$ cat config.mk
export PLATFORM = sky130hd
export DESIGN_NAME = mux_select_round_robin_controller
export DESIGN_NICKNAME = d
export VERILOG_FILES = /design/src/rtl/mux_select_round_robin_controller.sv
export SDC_FILE = /design/constraint.sdc
export NUM_CORES = 1
export LEC_CHECK = 0
export ABC_AREA = 1
export BUFFER_PORTS_ARGS = -buffer_cell sky130_fd_sc_hd__buf_2
export CORE_MARGIN = 4
export CORE_UTILIZATION = 35
export CTS_BUF_LIST = sky130_fd_sc_hd__clkbuf_2 sky130_fd_sc_hd__clkbuf_4 sky130_fd_sc_hd__clkbuf_8
export DETAILED_ROUTE_END_ITERATION = 8
export HOLD_SLACK_MARGIN = 0.15
export SLEW_MARGIN = 0
export SYNTH_ARGS = -nofsm -noshare
export SYNTH_HDL_FRONTEND = slang
export SYNTH_SLANG_ARGS = --single-unit
$ cat constraint.sdc
create_clock -name clk -period 2.3 [get_ports clk]
set_input_delay 0.46 -clock clk [delete_from_list [all_inputs] [get_ports clk]]
set_output_delay 0.46 -clock clk [all_outputs]
set_load 0.01 [all_outputs]
$ cat src/rtl/mux_select_round_robin_controller.sv
// mux_select_round_robin_controller
// Round-robin select generator for a 4:1 mux. It grants one of four requesters,
// holds s1/s0 stable until the consumer acks, then advances the fairness pointer.
// Optional feature macro: SEL_TIMEOUT_EN enables a watchdog that force-releases
// a grant after TIMEOUT cycles without ack and pulses `timeout` for one cycle.
// Without the macro, `timeout` is tied low and TIMEOUT is unused.

module mux_select_round_robin_controller #(
    parameter int TIMEOUT = 15
) (
    input  logic       clk,
    input  logic       reset,
    input  logic [3:0] req,
    input  logic       ack,
    output logic       s0,
    output logic       s1,
    output logic       valid,
    output logic [3:0] grant,
    output logic       timeout
);

    typedef enum logic {
        ST_IDLE  = 1'b0,
        ST_GRANT = 1'b1
    } state_t;

    state_t     state_q, state_d;
    logic [1:0] last_q,  last_d;
    logic [1:0] sel_q,   sel_d;
    logic       valid_q, valid_d;
    logic [3:0] grant_q, grant_d;

`ifdef SEL_TIMEOUT_EN
    // Counter value seen during the last allowed GRANT cycle.
    localparam logic [7:0] TO_LAST = 8'(TIMEOUT - 1);

    logic [7:0] cnt_q,     cnt_d;
    logic       timeout_q, timeout_d;
`else
    // Parameter kept for interface compatibility only.
    logic unused_timeout_param;
    assign unused_timeout_param = (TIMEOUT > 0);
`endif

    // Candidate indices in fairness order: last+1, last+2, last+3, last.
    logic [1:0] cand_idx [4];
    logic [3:0] cand_hit;
    logic       pick_valid;
    logic [1:0] pick_idx;

    for (genvar gi = 0; gi < 4; gi++) begin : g_scan
        assign cand_idx[gi] = last_q + 2'(gi + 1);
        assign cand_hit[gi] = req[cand_idx[gi]];
    end

    // Pick the earliest candidate in fairness order that is requesting.
    always_comb begin
        pick_valid = |cand_hit;
        pick_idx   = cand_idx[0];
        for (int k = 3; k >= 0; k--) begin
            if (cand_hit[k]) begin
                pick_idx = cand_idx[k];
            end
        end
    end

    // Next-state logic for the IDLE/GRANT controller and its registered outputs.
    always_comb begin
        state_d = state_q;
        last_d  = last_q;
        sel_d   = sel_q;
        valid_d = valid_q;
        grant_d = grant_q;
`ifdef SEL_TIMEOUT_EN
        cnt_d     = cnt_q;
        timeout_d = 1'b0;
`endif
        case (state_q)
            ST_IDLE: begin
                // Selects hold their last value while idle to avoid mux glitches.
                valid_d = 1'b0;
                grant_d = 4'b0000;
                if (pick_valid) begin
                    sel_d   = pick_idx;
                    valid_d = 1'b1;
                    grant_d = 4'b0001 << pick_idx;
                    state_d = ST_GRANT;
`ifdef SEL_TIMEOUT_EN
                    cnt_d   = 8'd0;
`endif
                end
            end
            ST_GRANT: begin
                // req changes are ignored here; only ack (or the watchdog) releases.
                if (ack) begin
                    state_d = ST_IDLE;
                    valid_d = 1'b0;
                    grant_d = 4'b0000;
                    last_d  = sel_q;
                end
`ifdef SEL_TIMEOUT_EN
                else if (cnt_q == TO_LAST) begin
                    // Stuck source loses its turn, same as an ack would.
                    state_d   = ST_IDLE;
                    valid_d   = 1'b0;
                    grant_d   = 4'b0000;
                    last_d    = sel_q;
                    timeout_d = 1'b1;
                end else begin
                    cnt_d = cnt_q + 8'd1;
                end
`endif
            end
            default: begin
                state_d = ST_IDLE;
                valid_d = 1'b0;
                grant_d = 4'b0000;
            end
        endcase
    end

    // State and output registers with synchronous reset.
    always_ff @(posedge clk) begin
        if (reset) begin
            state_q <= ST_IDLE;
            last_q  <= 2'd3;
            sel_q   <= 2'd0;
            valid_q <= 1'b0;
            grant_q <= 4'b0000;
`ifdef SEL_TIMEOUT_EN
            cnt_q     <= 8'd0;
            timeout_q <= 1'b0;
`endif
        end else begin
            state_q <= state_d;
            last_q  <= last_d;
            sel_q   <= sel_d;
            valid_q <= valid_d;
            grant_q <= grant_d;
`ifdef SEL_TIMEOUT_EN
            cnt_q     <= cnt_d;
            timeout_q <= timeout_d;
`endif
        end
    end

    assign s0    = sel_q[0];
    assign s1    = sel_q[1];
    assign valid = valid_q;
    assign grant = grant_q;
`ifdef SEL_TIMEOUT_EN
    assign timeout = timeout_q;
`else
    assign timeout = 1'b0;
`endif

endmodule

After elaboration in Yosys (flattened, before gate mapping)
Index checks and enable logic that the tools add are counted.
{"block": "classes", "add_sub_neg": 3, "mul": 0, "div_mod_pow": 0, "magnitude_cmp": 4, "eq_ne": 1, "shifts": 1, "muxes": 20, "n_bitwise": 1, "reduce_logical": 3}
{"operator": "2-bit by 3-bit < comparator with 1-bit output, second input constant", "count": 4}
{"operator": "1-bit binary-select mux with 2-bit select", "count": 4}
{"operator": "2-bit two-way mux", "count": 4}
{"operator": "4-bit two-way mux", "count": 2}
{"operator": "4-bit case mux with 2 select lines", "count": 1}
{"operator": "1-bit two-way mux", "count": 7}
{"operator": "2-bit adder, second input constant", "count": 2}
{"operator": "1-bit case mux with 2 select lines", "count": 2}
{"operator": "2-bit AND reduction", "count": 2}
{"operator": "4-bit OR reduction", "count": 1}
{"operator": "1-bit by 2-bit left shift with 4-bit output, first input constant", "count": 1}
{"operator": "2-bit by 1-bit adder with 2-bit output, second input constant", "count": 1}
{"operator": "2-bit inequality test, second input constant", "count": 1}
{"operator": "1-bit inverter", "count": 1}
{"block": "totals", "register_bits": 10, "latch_bits": 0, "ramBits": 0, "romBits": 0, "inputBits": 7, "word_cells": 38, "mem_count": 0}

Logic depth before layout (Yosys ltp)
{"block": "depth", "ltp_word": 9, "ltp_mapped": 12, "ltp_nobuf": 12}

Worst setup path after synthesis
OpenSTA, ideal clock, no wires.
{"block": "synth_path", "kind": "input-to-reg", "startpoint": "in req[1]", "endpoint": "reg sel_q[0]", "arrival_ns": 1.226, "t_required_ns": 2.187, "slack_ns": 0.961, "path_stages": 11, "cell_sequence": "inv_1 > nand2_1 > nand3_1 > nand2_1 > clkinv_2 > nand2_1 > nand3_2 > nand2_1 > nand2_2 > o21ai_1 > inv_1"}
{"block": "synth_between", "elab_chain_len": 6}
{"element": "from (decl)", "line": "13", "rtl": "input logic [3:0] req,"}
{"element": "1-bit binary-select mux with 2-bit select", "line": "53", "rtl": "assign cand_hit[gi] = req[cand_idx[gi]];"}
{"element": "1-bit two-way mux (implied by the code)", "line": "53"}
{"element": "2-bit two-way mux (4 in series)", "line": "61", "rtl": "if (cand_hit[k]) begin"}
{"element": "to (signal assigned)", "line": "137", "rtl": "sel_q <= sel_d;"}
{"element": "to (decl)", "line": "29", "rtl": "logic [1:0] sel_q, sel_d;"}
Parallel ways exist; a longest one is shown, timed or not. The select of a mux whose other input is x is not followed.
A chain may end at the register's enable or synchronous reset.

Worst setup path in the final report
{"block": "layout_path", "startpoint": "reg last_q[0]", "endpoint": "reg grant_q[3], in the netlist grant[3]"}
{"block": "layout_between", "elab_chain_len": 9}
{"element": "from (decl)", "line": "28", "rtl": "logic [1:0] last_q, last_d;"}
{"element": "from (signal assigned)", "line": "136", "rtl": "last_q <= last_d;"}
{"element": "2-bit adder or 1-bit binary-select mux with 2-bit select (tied branches)", "line": "52, 53"}
{"element": "1-bit binary-select mux with 2-bit select or 1-bit two-way mux (tied branches)", "line": "53"}
{"element": "1-bit two-way mux (implied by the code) or 2-bit two-way mux (tied branches)", "line": "53, 61"}
{"element": "2-bit two-way mux (3 in series)", "line": "61"}
{"element": "1-bit by 2-bit left shift with 4-bit output", "line": "86", "rtl": "grant_d = 4'b0001 << pick_idx;"}
{"element": "4-bit two-way mux (*)", "line": "83", "rtl": "if (pick_valid) begin"}
{"element": "4-bit case mux with 2 select lines (*)", "line": "78", "rtl": "case (state_q)"}
{"element": "to (signal assigned)", "line": "139", "rtl": "grant_q <= grant_d;"}
{"element": "to (decl)", "line": "31", "rtl": "logic [3:0] grant_q, grant_d;"}
Mark *: on every way between the ends. The rest lies on a longest branch, timed or not. The select of a mux whose other input is x is not followed.

==> impl_metrics.yaml <==
sta:
  fin_worst_skew_ps: 1.098
  fmaxAchievable_ghz: 0.6913
  finalCritPeriodShare_pct: 62.90
  finalWorstPathRequiredPeriod_ps: 1447
  rsz0062_at_grt: "no"
  timing.final.hold_violations: 0
  finalSetupViolations: 0
  tns_ps: 0
  slew_violations: 0
critical_path:
  worst-path-max-fanout: 10
  worst-endpoint-arrival_ps: 1650
  cp_data_required_time_ps: 2500
  critPathLaunchType: "register"
  worst_path_dominant_cell_family: "simple AND/OR/NAND/NOR gates"
  cp_slowest_cell: "dfxtp_1"
  largest_stage_delay_worst_path_ps: 310
  cpMostUsedCell: "nand3_1"
  crit_path_cell_trace: "buf_4 > nand2_1 > nand3_1 > nand2_1 > nand3_1 > nand2_1 > nand3_1 > nand2_2 > nand3_1 > a21oi_1"
  cp.buffers_inverters: 1
  crit_path_end_kind: "register"
  setup.worst_path.class: "reg2reg"
synth:
  synth.lib_cells_used.distinct: 21
  synth_cell_area_sq_um: 659.4
  syn-mean-instance-area_sq_um: 6.280
  ys_ff_latch: 10
  netlist_instances: 105
  synth.net_count: 112
  synth-seq-area-share_pct: 30.36
  yosys_warnings: 0
cts:
  cts_max_level: 1
  clk_path_buf_depth: 2
  resized_after_cts: 0
  cts.root.buffer_cell: "clkbuf_4"
  clock_sink_count: 10
  post_cts_buffers: 0
  cts.hold.buffers_added: 0
  tritoncts: "yes"
  cts-buffers-inserted: 3
  path_clk_slew_ps: 70
  clock_latency_ps: 260
cells_and_area:
  drive_above_1_share_pct: 30.83
  most_used_cells_in_the_layout_excluding_fill_and_tap_cells: "nand2_1 (34), buf_2 (13), inv_1 (12), nand3_1 (12), dfxtp_1 (10)"
  layout-area-overhead-vs-synth_pct: 17.84
  final_net_count: 128
  antenna_cells: 0
  filler_cell_count: 190
  mostFrequentLayoutCell: "nand2_1"
placement:
  gpl.final_weighted_congestion: 0.8620
  dp_hpwl_mm: 1.108
  place.port_buffers: 13
detailed_routing:
  drt-pass1-iter-count: 4
  final_antenna_net_count: 0
  detail_route.wl_per_cell_um: 9.648
  dr.first_iter.drc_count: 32
  total_routed_wirelength_mm: 1.399
  route.detailed.drc: 0
  routed-via-count: 660
  routed_via_density: 4.552
die:
  dieArea_sq_um: 2642
  die_span_in_y_um: 51.41
  core_sq_um: 1764
  initial_core_util_pct: 37.38
  boundaryPins: 15
  placement_rows: 15
  die_width_um: 51.41
pwr:
  internal_power_mw: 0.3798
  power.sequential.fraction_pct: 35.2
  switching_share_pct: 37.59
  pwr_density_cell_nw_per_um2: 783.1
  peakVddDrop_mv: 0.3820
  p_switching_mw: 0.2287
  static_leak_nw: 0.4334
  power_frac_comb_pct: 39.0
  power.share.clock_pct: 25.8
  power_mw: 0.6085
global_route:
  global_route_wire_length_before_repair_mm: 2.380
  grt_max_degree: 11
  globalRouteTotalUtil_pct: 11.74
  number_of_global_route_vias_before_repair: 556
  grt_overflow_total: 0
  antenna_found_initial: 0
status:
  outcome: "completed"
flow_run:
  drv.max_cap_violation_count: 0
worst_hold_path:
  worst_hold_path_type: "in2reg"
area by class of cell:
class | count | area (sq um) | share of cell area, %
Clock buffer | 4 | 36.28 | 4.670
Inverter | 17 | 67.56 | 8.696
Tap cell | 25 | 31.28 | 4.026
Sequential cell | 10 | 200.2 | 25.76
Multi-Input combinational cell | 75 | 369.1 | 47.50
Timing Repair Buffer | 14 | 72.57 | 9.340
synthesized netlist by cell type:
library cell  count  area (sq um)
a21oi_1           7         35.03
and3_1            1         6.260
buf_4             1         7.510
buf_6             1         11.26
clkbuf_1          1         3.750
clkinv_2          1         5.000
conb_1            1         3.750
dfxtp_1          10         200.2
inv_1            12         45.04
inv_2             3         11.26
inv_4             1         6.260
nand2_1          34         127.6
nand2_2           8         50.05
nand2_4           1         11.26
nand3_1          12         60.06
nand3_2           2         20.02
nor2_1            3         11.26
nor2_2            1         6.260
o211ai_1          2         15.01
o21ai_1           1         5.000
o21ai_2           2         17.52
stage by stage:
stage / hold WS, ps / std cells / util [%] / area (sq um) / setup slack (ps)
3_5_place_dp: 455.0 / 141 / 41.99 / 740.7 / 775.3
4_1_cts: 446.3 / 145 / 44.04 / 777.0 / 863.7
6_report: 453.1 / 145 / 44.04 / 777.0 / 853.4
3_3_place_gp: 455.3 / 141 / 41.99 / 740.7 / 756.4
5_1_grt: 448.5 / 145 / 44.04 / 777.0 / 657.0
2_1_floorplan: 488.6 / 105 / - / 659.4 / 961.1
path summary, 6_finish.rpt:
path | from | endpoint | slack, ps | depth (start not counted)
hold / removal | reset | grant[1]$_SDFFE_PP0P_ | 450 | 2
hold reg to reg | grant[2]$_SDFFE_PP0P_ | grant[2]$_SDFFE_PP0P_ | 460 | 2
setup / recovery | last_q[0]$_SDFFE_PP1P_ | grant[3]$_SDFFE_PP0P_ | 850 | 10
setup reg to reg | last_q[0]$_SDFFE_PP1P_ | grant[3]$_SDFFE_PP0P_ | 850 | 10
worst reg2reg max path, cell delays in order, from the launching register on:
cell and delay (ps):
dfxtp_1 310, buf_4 170, nand2_1 90, nand3_1 110, nand2_1 140, nand3_1 90, nand2_1 80, nand3_1 90
nand2_2 110, nand3_1 80, a21oi_1 120
flip-flops by register name, summed over array words and instances, names as in the netlist:
signal   flops
grant        4
last_q       2
state_q      1
valid        1
sel_q        2
power groups by stage:
stage                     Sequential [mW]  Combinational [mW]  Clock [mW]
after global placement              0.217               0.235           0
after CTS                           0.214               0.238       0.160
after detailed placement            0.218               0.236           0
after global routing                0.218               0.268       0.172
after floorplan                     0.227               0.173           0
final                               0.214               0.237       0.157
per-layer routing:
| metal | global-route usage [%] | share of wire, % |
|---|---|---|
| met1 | 16.40 | 49 |
| met2 | 16.95 | 45 |
| met3 | 2.624 | 4.8 |
| met4 | 5.240 | 1.4 |
| met5 | 0 | 0 |
kinds of logic after synthesis:
| kind of cell | synth area share (%) |
|---|---|
| DFF | 30.36 |
| AOI/OAI and AO/OA | 11.00 |
| and+or+nand+nor | 44.40 |
| buffers and inverters | 13.66 |
| other | 0.5687 |
Power figures use the tool's default switching activity.
